===== config.mk =====
export PLATFORM = sky130hd
export DESIGN_NAME = acos_taylor
export DESIGN_NICKNAME = d
export VERILOG_FILES = /design/src/rtl/acos_taylor.sv
export SDC_FILE = /design/constraint.sdc
export NUM_CORES = 1
export LEC_CHECK = 0
export CELL_PAD_IN_SITES_DETAIL_PLACEMENT = 1
export CELL_PAD_IN_SITES_GLOBAL_PLACEMENT = 1
export CORE_MARGIN = 1.5
export CORE_UTILIZATION = 45
export CTS_CLUSTER_DIAMETER = 30
export DETAILED_ROUTE_END_ITERATION = 8
export GPL_ROUTABILITY_DRIVEN = 0
export HOLD_SLACK_MARGIN = 0.02
export PLACE_DENSITY = 0.74
export REMOVE_ABC_BUFFERS = 1
export SETUP_SLACK_MARGIN = 0.1
export SYNTH_ARGS = -nofsm -noshare
export SYNTH_HDL_FRONTEND = slang
export SYNTH_SLANG_ARGS = --single-unit
export TNS_END_PERCENT = 10

===== constraint.sdc =====
create_clock -name clk -period 9.9 [get_ports clk]
set_input_delay 1.98 -clock clk [delete_from_list [all_inputs] [get_ports clk]]
set_output_delay 1.98 -clock clk [all_outputs]
set_load 0.02 [all_outputs]

===== src/rtl/acos_taylor.sv =====
// Sequential inverse cosine: acos(x) = pi/2 - asin(x), with asin(x) from a truncated
// Taylor series in Q2.14, evaluated through one shared multiplier.
module acos_taylor #(
  parameter int MAX_TERMS = 8,
  parameter int FRAC      = 14
) (
  input  logic        clk,
  input  logic        rst,
  input  logic        start,
  input  logic [15:0] the_x,
  input  logic [7:0]  the_y,
  output logic [15:0] ans,
  output logic        ans_ready,
  output logic        busy
);

  localparam logic [15:0] PI_2    = 16'd25736;
  localparam logic [15:0] ONE_Q14 = 16'd16384;

  typedef enum logic [2:0] {
    IDLE,
    LOAD,
    SQUARE,
    MAC,
    POW,
    FINAL,
    DONE
  } state_e;

  state_e      state_q, state_d;
  logic        neg_q, neg_d;
  logic [14:0] mag_q, mag_d;
  logic [14:0] x2_q, x2_d;
  logic [14:0] term_q, term_d;
  logic [16:0] acc_q, acc_d;
  logic [3:0]  n_q, n_d;
  logic [3:0]  k_q, k_d;
  logic [15:0] ans_q, ans_d;

  logic [15:0] mulA, mulB;
  logic [31:0] mulP;
  logic [17:0] mulS;
  logic [15:0] coef;
  logic [15:0] magRaw, magClamp;
  logic [3:0]  nClamp;
  logic [16:0] ansSum, ansDiff;

  always_comb begin
    unique case (k_q[2:0])
      3'd0:    coef = 16'd16384;
      3'd1:    coef = 16'd2731;
      3'd2:    coef = 16'd1229;
      3'd3:    coef = 16'd731;
      3'd4:    coef = 16'd498;
      3'd5:    coef = 16'd367;
      3'd6:    coef = 16'd284;
      default: coef = 16'd229;
    endcase
  end

  // One multiplier serves the square, the coefficient MAC and the power step.
  always_comb begin
    mulA = 16'd0;
    mulB = 16'd0;
    case (state_q)
      SQUARE: begin
        mulA = {1'b0, mag_q};
        mulB = {1'b0, mag_q};
      end
      MAC: begin
        mulA = coef;
        mulB = {1'b0, term_q};
      end
      POW: begin
        mulA = {1'b0, term_q};
        mulB = {1'b0, x2_q};
      end
      default: ;
    endcase
  end

  assign mulP = mulA * mulB;
  assign mulS = mulP[31:FRAC];

  // -32768 negates to 0x8000, which still lands above full scale and clamps.
  assign magRaw   = the_x[15] ? (16'd0 - the_x) : the_x;
  assign magClamp = (magRaw > ONE_Q14) ? ONE_Q14 : magRaw;
  assign nClamp   = (the_y > 8'(MAX_TERMS)) ? 4'(MAX_TERMS) : the_y[3:0];
  assign ansSum   = {1'b0, PI_2} + acc_q;
  assign ansDiff  = {1'b0, PI_2} - acc_q;

  always_comb begin
    state_d = state_q;
    neg_d   = neg_q;
    mag_d   = mag_q;
    x2_d    = x2_q;
    term_d  = term_q;
    acc_d   = acc_q;
    n_d     = n_q;
    k_d     = k_q;
    ans_d   = ans_q;
    case (state_q)
      IDLE: begin
        if (start) state_d = LOAD;
      end
      LOAD: begin
        neg_d   = the_x[15];
        mag_d   = magClamp[14:0];
        n_d     = nClamp;
        term_d  = magClamp[14:0];
        acc_d   = 17'd0;
        k_d     = 4'd0;
        state_d = SQUARE;
      end
      SQUARE: begin
        x2_d    = mulS[14:0];
        state_d = (n_q != 4'd0) ? MAC : FINAL;
      end
      MAC: begin
        acc_d   = acc_q + mulS[16:0];
        state_d = (k_q == 4'(n_q - 4'd1)) ? FINAL : POW;
      end
      POW: begin
        term_d  = mulS[14:0];
        k_d     = k_q + 4'd1;
        state_d = MAC;
      end
      FINAL: begin
        ans_d   = neg_q ? ansSum[15:0] : ansDiff[15:0];
        state_d = DONE;
      end
      DONE: begin
        state_d = IDLE;
      end
      default: state_d = IDLE;
    endcase
  end

  always_ff @(posedge clk or negedge rst) begin
    if (!rst) begin
      state_q <= IDLE;
      neg_q   <= 1'b0;
      mag_q   <= '0;
      x2_q    <= '0;
      term_q  <= '0;
      acc_q   <= '0;
      n_q     <= '0;
      k_q     <= '0;
      ans_q   <= '0;
    end else begin
      state_q <= state_d;
      neg_q   <= neg_d;
      mag_q   <= mag_d;
      x2_q    <= x2_d;
      term_q  <= term_d;
      acc_q   <= acc_d;
      n_q     <= n_d;
      k_q     <= k_d;
      ans_q   <= ans_d;
    end
  end

  assign ans       = ans_q;
  assign ans_ready = (state_q == DONE);
  assign busy      = (state_q != IDLE);

endmodule


==> results of run 1 <==
final timing paths:
| check | from | to | slack, ps | cells past startpoint |
|---|---|---|---|---|
| max in group asynchronous | rst | k_q[0] | 7130 | 2 |
| min | mag_q[10] | mag_q[10] | 480 | 2 |
| max reg2reg | state_q[1] | acc_q[15] | 590 | 32 |
| min reg2reg | mag_q[10] | mag_q[10] | 480 | 2 |
| min in group asynchronous | rst | ans[6] | 1550 | 1 |
| max | state_q[1] | acc_q[15] | 590 | 32 |
state kept, by name, indices dropped and copies added (netlist names), 3 cells and up:
register / count
acc_q: 16
ans: 16
k_q: 4
mag_q: 15
n_q: 4
state_q: 3
term_q: 15
x2_q: 15
layout by cell type, fill, tap and decap left out, types with 9 or more instances in the layout:
| cell type | Yosys | final |
|---|---|---|
| nand2_1 | 242 | 241 |
| inv_1 | 212 | 212 |
| fa_1 | 167 | 167 |
| nor2_1 | 160 | 160 |
| ha_1 | 123 | 123 |
| dfrtp_1 | 89 | 88 |
| o21ai_0 | 87 | 86 |
| a21oi_1 | 67 | 63 |
| buf_4 | 0 | 55 |
| clkdlybuf4s50_1 | 0 | 43 |
| xnor2_1 | 33 | 32 |
| xor2_1 | 28 | 27 |
| a21o_1 | 25 | 23 |
| o21a_1 | 18 | 18 |
| nand3_1 | 17 | 17 |
| o21ai_1 | 17 | 17 |
| nand2b_1 | 16 | 16 |
| mux2i_1 | 14 | 14 |
| nor3_1 | 14 | 12 |
| nor2b_1 | 11 | 11 |
| a31oi_1 | 9 | 9 |
| o211ai_1 | 9 | 9 |
| clkbuf_16 | 0 | 9 |
area by class of cell:
type / instances / area share, %
Tap cell: 384 / 3.296
Sequential cell: 89 / 15.28
Clock inverter: 3 / 0.3175
Multi-Input combinational cell: 1187 / 67.57
Timing Repair Buffer: 101 / 6.196
Clock buffer: 13 / 1.854
Inverter: 213 / 5.484
through the flow:
stage / total power [mW] / hold WS [ps] / cells / utilization (%)
floorplan: 2.116 / 438.1 / 1489 / -
global placement: 3.038 / 460.9 / 1971 / 49.47
detailed placement: 3.103 / 469.4 / 1971 / 49.47
CTS: 3.492 / 486.3 / 1987 / 50.57
global route: 3.811 / 505.4 / 1990 / 50.93
finish: 3.523 / 481.7 / 1990 / 50.93
critical path, delay by kind of cell (launching register included):
family | cells | cell delay [ps]
AOI/OAI and AO/OA | 10 | 2160
adders and majority gates | 8 | 3820
buffers and inverters | 8 | 870
DFF | 1 | 550
muxes | 1 | 360
and+or+nand+nor | 5 | 1480
kinds of logic (layout without fill, tap and decap cells):
family                     after synthesis  in the layout  share of synthesized area (%)
and+or+nand+nor                        500            500                          16.23
AOI/OAI and AO/OA                      320            320                          15.85
adders and majority gates              290            290                          37.35
buffers and inverters                  280            330                          8.194
DFF                                     89             89                          17.04
xor gates and xnor gates                61             61                          4.087
muxes                                   16             16                          1.244
repair_timing:
action	CTS	global route
gates resized for setup	0	21
buffers inserted	0	3
endpoints found under the setup margin	0	2
hold buffers	0	0
hold endpoints to repair	0	0
layer usage:
| layer | vias to the layer above | part of all wire (%) | global-route usage (%) |
|---|---|---|---|
| met5 | - | 0 | 0 |
| met4 | 0 | 4.0 | 11.41 |
| met3 | 80 | 4.7 | 4.671 |
| met2 | 236 | 49 | 50.12 |
| met1 | 5732 | 42 | 37.01 |
| li1 | 5156 | - | - |
power by group through the flow:
stage	logic, mW	clock network, mW	registers, mW
global placement	2.35	0	0.684
CTS	2.43	0.378	0.685
finish	2.46	0.374	0.691
detailed placement	2.41	0	0.690
floorplan	1.43	0	0.681
global route	2.71	0.392	0.712
==> reports/summary.txt, run 1 <==
Vias in the first global route: 12,360
Crit. End Element: flop
Flops & latches, synth: 89
CTS tree: built
Clock share of power: 10.6%
PortBufs: 44
Full die area: 0.03008 mm^2
Number of diodes: 0
Slowest-stage cell, CP: nor3_2
Fillers: 3,380
Worst-path clk slew: 70 ps
Total GRT Usage: 29.24%
# rows: 62
Minimum clock period: 9306 ps
Most frequent cells after synthesis: nand2_1 (242), inv_1 (212), fa_1 (167)
Primary FF master, synth: dfrtp_1
Fmax: 107.5 MHz
Max H-tree Level: 3
Share of the synthesized area in the top cell type: 25.58%
Root Driver: clkbuf_16
Inserted Clock Buffers: 9
Share of layout cells above drive strength 1: 6.787%
Post-Syn Area: 0.01307 mm^2
Worst EP required: 10,200 ps
Core Footprint: 0.02863 mm^2
Share of synthesized registers carrying an async set or reset: 100.0%
Initial Utilization: 45.66%
Seq pwr share: 19.6%
Setup tns final: 0 ps
Later-pin clock latency in the skew report: 360 ps
Initial antenna violation count: 0
Avg Cell Area, Syn: 8.401 um^2
CTS sink cnt: 89
Via count: 11,200
Relative slew slack: 20.99%
Pin count of the biggest net entering global routing: 62
Period Utilization, post-route: 94.00%
Max-cap viol count: 0
Max clock buf depth: 2
Outcome: finished clean
Synth warn: 0
Placed cell areas: 0.01416 mm^2
PD cells: 241.6 mW/mm^2
Logic pwr share: 69.8%
Leading area contributor after synthesis: fa_1
RSZ-0062 raised after global routing: false
Worst-Margin Slew: 1181 ps
Final instance area: 0.01458 mm^2
Hold Vio Cnt, Final: 0
Sequential fraction of the synthesis area: 17.04%
Pins Over Slew Limit: 0
# setup viols final: 0
Synth area leaders: fa_1 (26%), dfrtp_1 (17%), ha_1 (12%)
Routed wire length: 42.27 mm
Setup ws final: 593.7 ps
Leakage power: 7.151 nW
Startpoint Class: flop
Multi-input logic area: 0.009851 mm^2
Top-count cell post-synth: nand2_1
# DRC: 0
Remaining Overflow, GRT: 0
Cells after Synth: 1,556
Critical Path Fanout Max: 10
# IOs: 45
Die height: 173.4 um
First-pass GRT wire length: 67.94 mm
Setup CP Type: flop to flop
Final #Nets: 1,918
Post-synth EDFFs: 0
Area Overhead vs Synth: 11.53%
Avg Vias per Cell: 5.630
Register area: 0.002228 mm^2
Routed Antenna Nets: 0
Clock skew: 10.28 ps
Post-Place Worst Slack: 240.7 ps
Worst EP arrival: 9610 ps
Initial DRT Pass Iterations: 5
CP max stage delay: 600 ps
Post-DP HPWL: 34.57 mm
Net switching power of the design: 1.919 mW
Worst hold path class: flop to flop
Internal power: 1.604 mW
Maximum VDD drop: 163.3 uV
First DRT Iteration DRCs: 628
Switching share of power: 54.47%
Netlist cell types: 75
Die W: 173.4 um
WL/cell: 21.24 um
No activity file was read; power rests on OpenSTA's default activity.
==> run 2, diff against run 1 <==
- CTS_CLUSTER_SIZE: not set -> 10
- HOLD_SLACK_MARGIN: 0.02 -> not set
==> results of run 2 <==
Final layout, timing and power as in run 1 (identical DEF).
==> run 3, diff against run 2 <==
- GPL_TIMING_DRIVEN: not set -> 0
==> reports/summary.txt, run 3 (synthesis results as in run 1) <==
CP most frequent cell: fa_1
Setup CP Type: flop to flop
Worst EP arrival: 9800 ps (+190 ps)
Multi-input logic area: 0.01002 mm^2 (+1.7%)
Pin count of the biggest net entering global routing: 47 (-24%)
Avg Vias per Cell: 5.712 (+1.5%)
Register area: 0.002238 mm^2 (+0.45%)
Later-pin clock latency in the skew report: 360 ps (about the same)
Crit. End Element: flop
# rows: 62 (unchanged)
WL/cell: 21.41 um (+0.82%)
Routed Antenna Nets: 0 (unchanged)
Outcome: finished clean
CP bufs+invs: 5 (-3)
Routing usage on met2: 49.68% (-0.44 points)
Startpoint Class: flop
GR Util met1: 37.79% (+0.78 points)
PortBufs: 44 (unchanged)
Post-DP HPWL: 32.82 mm (-5.1%)
# IOs: 45 (unchanged)
Final instance area: 0.01474 mm^2 (+1.1%)
Fmax: 105.2 MHz (-2.1%)
Full die area: 0.03008 mm^2 (unchanged)
Setup tns final: 0 ps (unchanged)
Met3 usage: 3.202% (-1.5 points)
Critical R2R Launch: k_q[1]
Worst hold path class: flop to flop
CP max stage delay: 550 ps (-50 ps)
Post-Place Worst Slack: -2704 ps (-2944 ps)
Routed wire length: 42.33 mm (+0.16%)
Root Driver: clkbuf_16
Leakage power: 7.145 nW (about the same)
Crit path launch: k_q[1]
Commonest non-fill, non-tap cell in the layout: nand2_1
Setup ws final: 394.8 ps (-198.9 ps)
Period Utilization, post-route: 96.01% (+2.0 points)
Fillers: 3,407 (+0.80%)
Worst-path clk slew: 70 ps (about the same)
# DRC: 0 (unchanged)
Area Overhead vs Synth: 12.77%
Initial DRT Pass Iterations: 5 (unchanged)
Inserted Clock Buffers: 9 (unchanged)
RSZ-0062 raised after global routing: false
Relative slew slack: 17.11% (-3.9 points)
Placed cell areas: 0.01392 mm^2 (-1.7%)
Max H-tree Level: 3 (unchanged)
First-pass GRT wire length: 67.15 mm (-1.2%)
Worst-Margin Slew: 1240 ps (+58.98 ps)
Clock skew: 11.35 ps (+1.069 ps)
CP top delay family: adder cells
Max-cap viol count: 0 (unchanged)
Number of diodes: 0 (unchanged)
Initial Utilization: 45.66% (unchanged)
Max clock buf depth: 2 (unchanged)
Hold Vio Cnt, Final: 0 (unchanged)
Die W: 173.4 um (unchanged)
PD cells: 245.6 mW/mm^2 (+1.6%)
Initial antenna violation count: 0 (unchanged)
Share of layout cells above drive strength 1: 7.847% (+1.1 points)
Vias in the first global route: 12,390 (+0.22%)
Remaining Overflow, GRT: 0 (unchanged)
Critical Path Fanout Max: 8 (-2)
Post-route insts no fill: 1,977 (-0.65%)
Worst EP required: 10,190 ps (about the same)
Hold_sp: mag_q[11]
Most used routing layer: met2
Total GRT Usage: 28.74% (-0.50 points)
Pins Over Slew Limit: 0 (unchanged)
Dpl cells: 1,929 (-2.1%)
Minimum clock period: 9505 ps (+198.9 ps)
CTS sink cnt: 89 (unchanged)
Final #Nets: 1,905 (-0.68%)
Most frequent cells in the layout: nand2_1 (240), inv_1 (210), fa_1 (167), nor2_1 (157), ha_1 (123)
# setup viols final: 0 (unchanged)
First DRT Iteration DRCs: 631 (+0.48%)
Die height: 173.4 um (unchanged)
Core Footprint: 0.02863 mm^2 (unchanged)
Via count: 11,290 (+0.79%)
Slowest-stage cell, CP: fa_1
CTS tree: built
Maximum VDD drop: 121.1 uV (-26%)
-- run 3: cell type report --
| class | count | area share (%) |
|---|---|---|
| clock buffer | 9 | 1.528 |
| clock inverter | 7 | 0.6960 |
| inverter | 213 | 5.458 |
| multi-input combinational | 1188 | 67.99 |
| sequential | 89 | 15.19 |
| tap | 384 | 3.259 |
| timing repair buffer | 87 | 5.882 |
-- run 3: repair_timing --
action	CTS	global route
buffers inserted	9	22
resized for setup	34	26
cloned	0	1
hold buffers	0	0
pin swaps	3	1
setup endpoints to repair	45	3
-- run 3: path summary, 6_finish.rpt --
| check | to | slack, ps | cells past startpoint |
|---|---|---|---|
| hold / removal | mag_q[11] | 480 | 2 |
| max in group asynchronous | state_q[0] | 7590 | 2 |
| hold reg to reg | mag_q[11] | 480 | 2 |
| setup / recovery | acc_q[15] | 390 | 33 |
| min in group asynchronous | ans[11] | 1630 | 1 |
| setup reg to reg | acc_q[15] | 390 | 33 |
-- run 3: through the flow --
stage | util (%) | total power [mW] | hold slack [ps]
CTS | 50.45 | 3.487 | 477.7
detailed placement | 48.63 | 3.003 | 460.4
finish | 51.49 | 3.621 | 476.6
global route | 51.49 | 3.908 | 508.1
global placement | 47.93 | 2.870 | 452.0
floorplan | - | 2.116 | 438.1
-- run 3: routing by layer --
layer / part of all wire, % / vias to the layer above
li1: - / 5137
met1: 44 / 5869
met2: 50 / 226
met3: 3.1 / 61
met4: 2.7 / 0
met5: 0 / -
-- run 3: tightest hold or removal path, cell delays in order, from the launching register on --
cell and delay (ps):
dfrtp_1 340, nand2_1 50, nand2_1 60
-- run 3: power breakdown --
group          switching (mW)  internal [mW]
registers               0.196          0.512
clock network           0.167          0.224
logic                    1.63          0.891
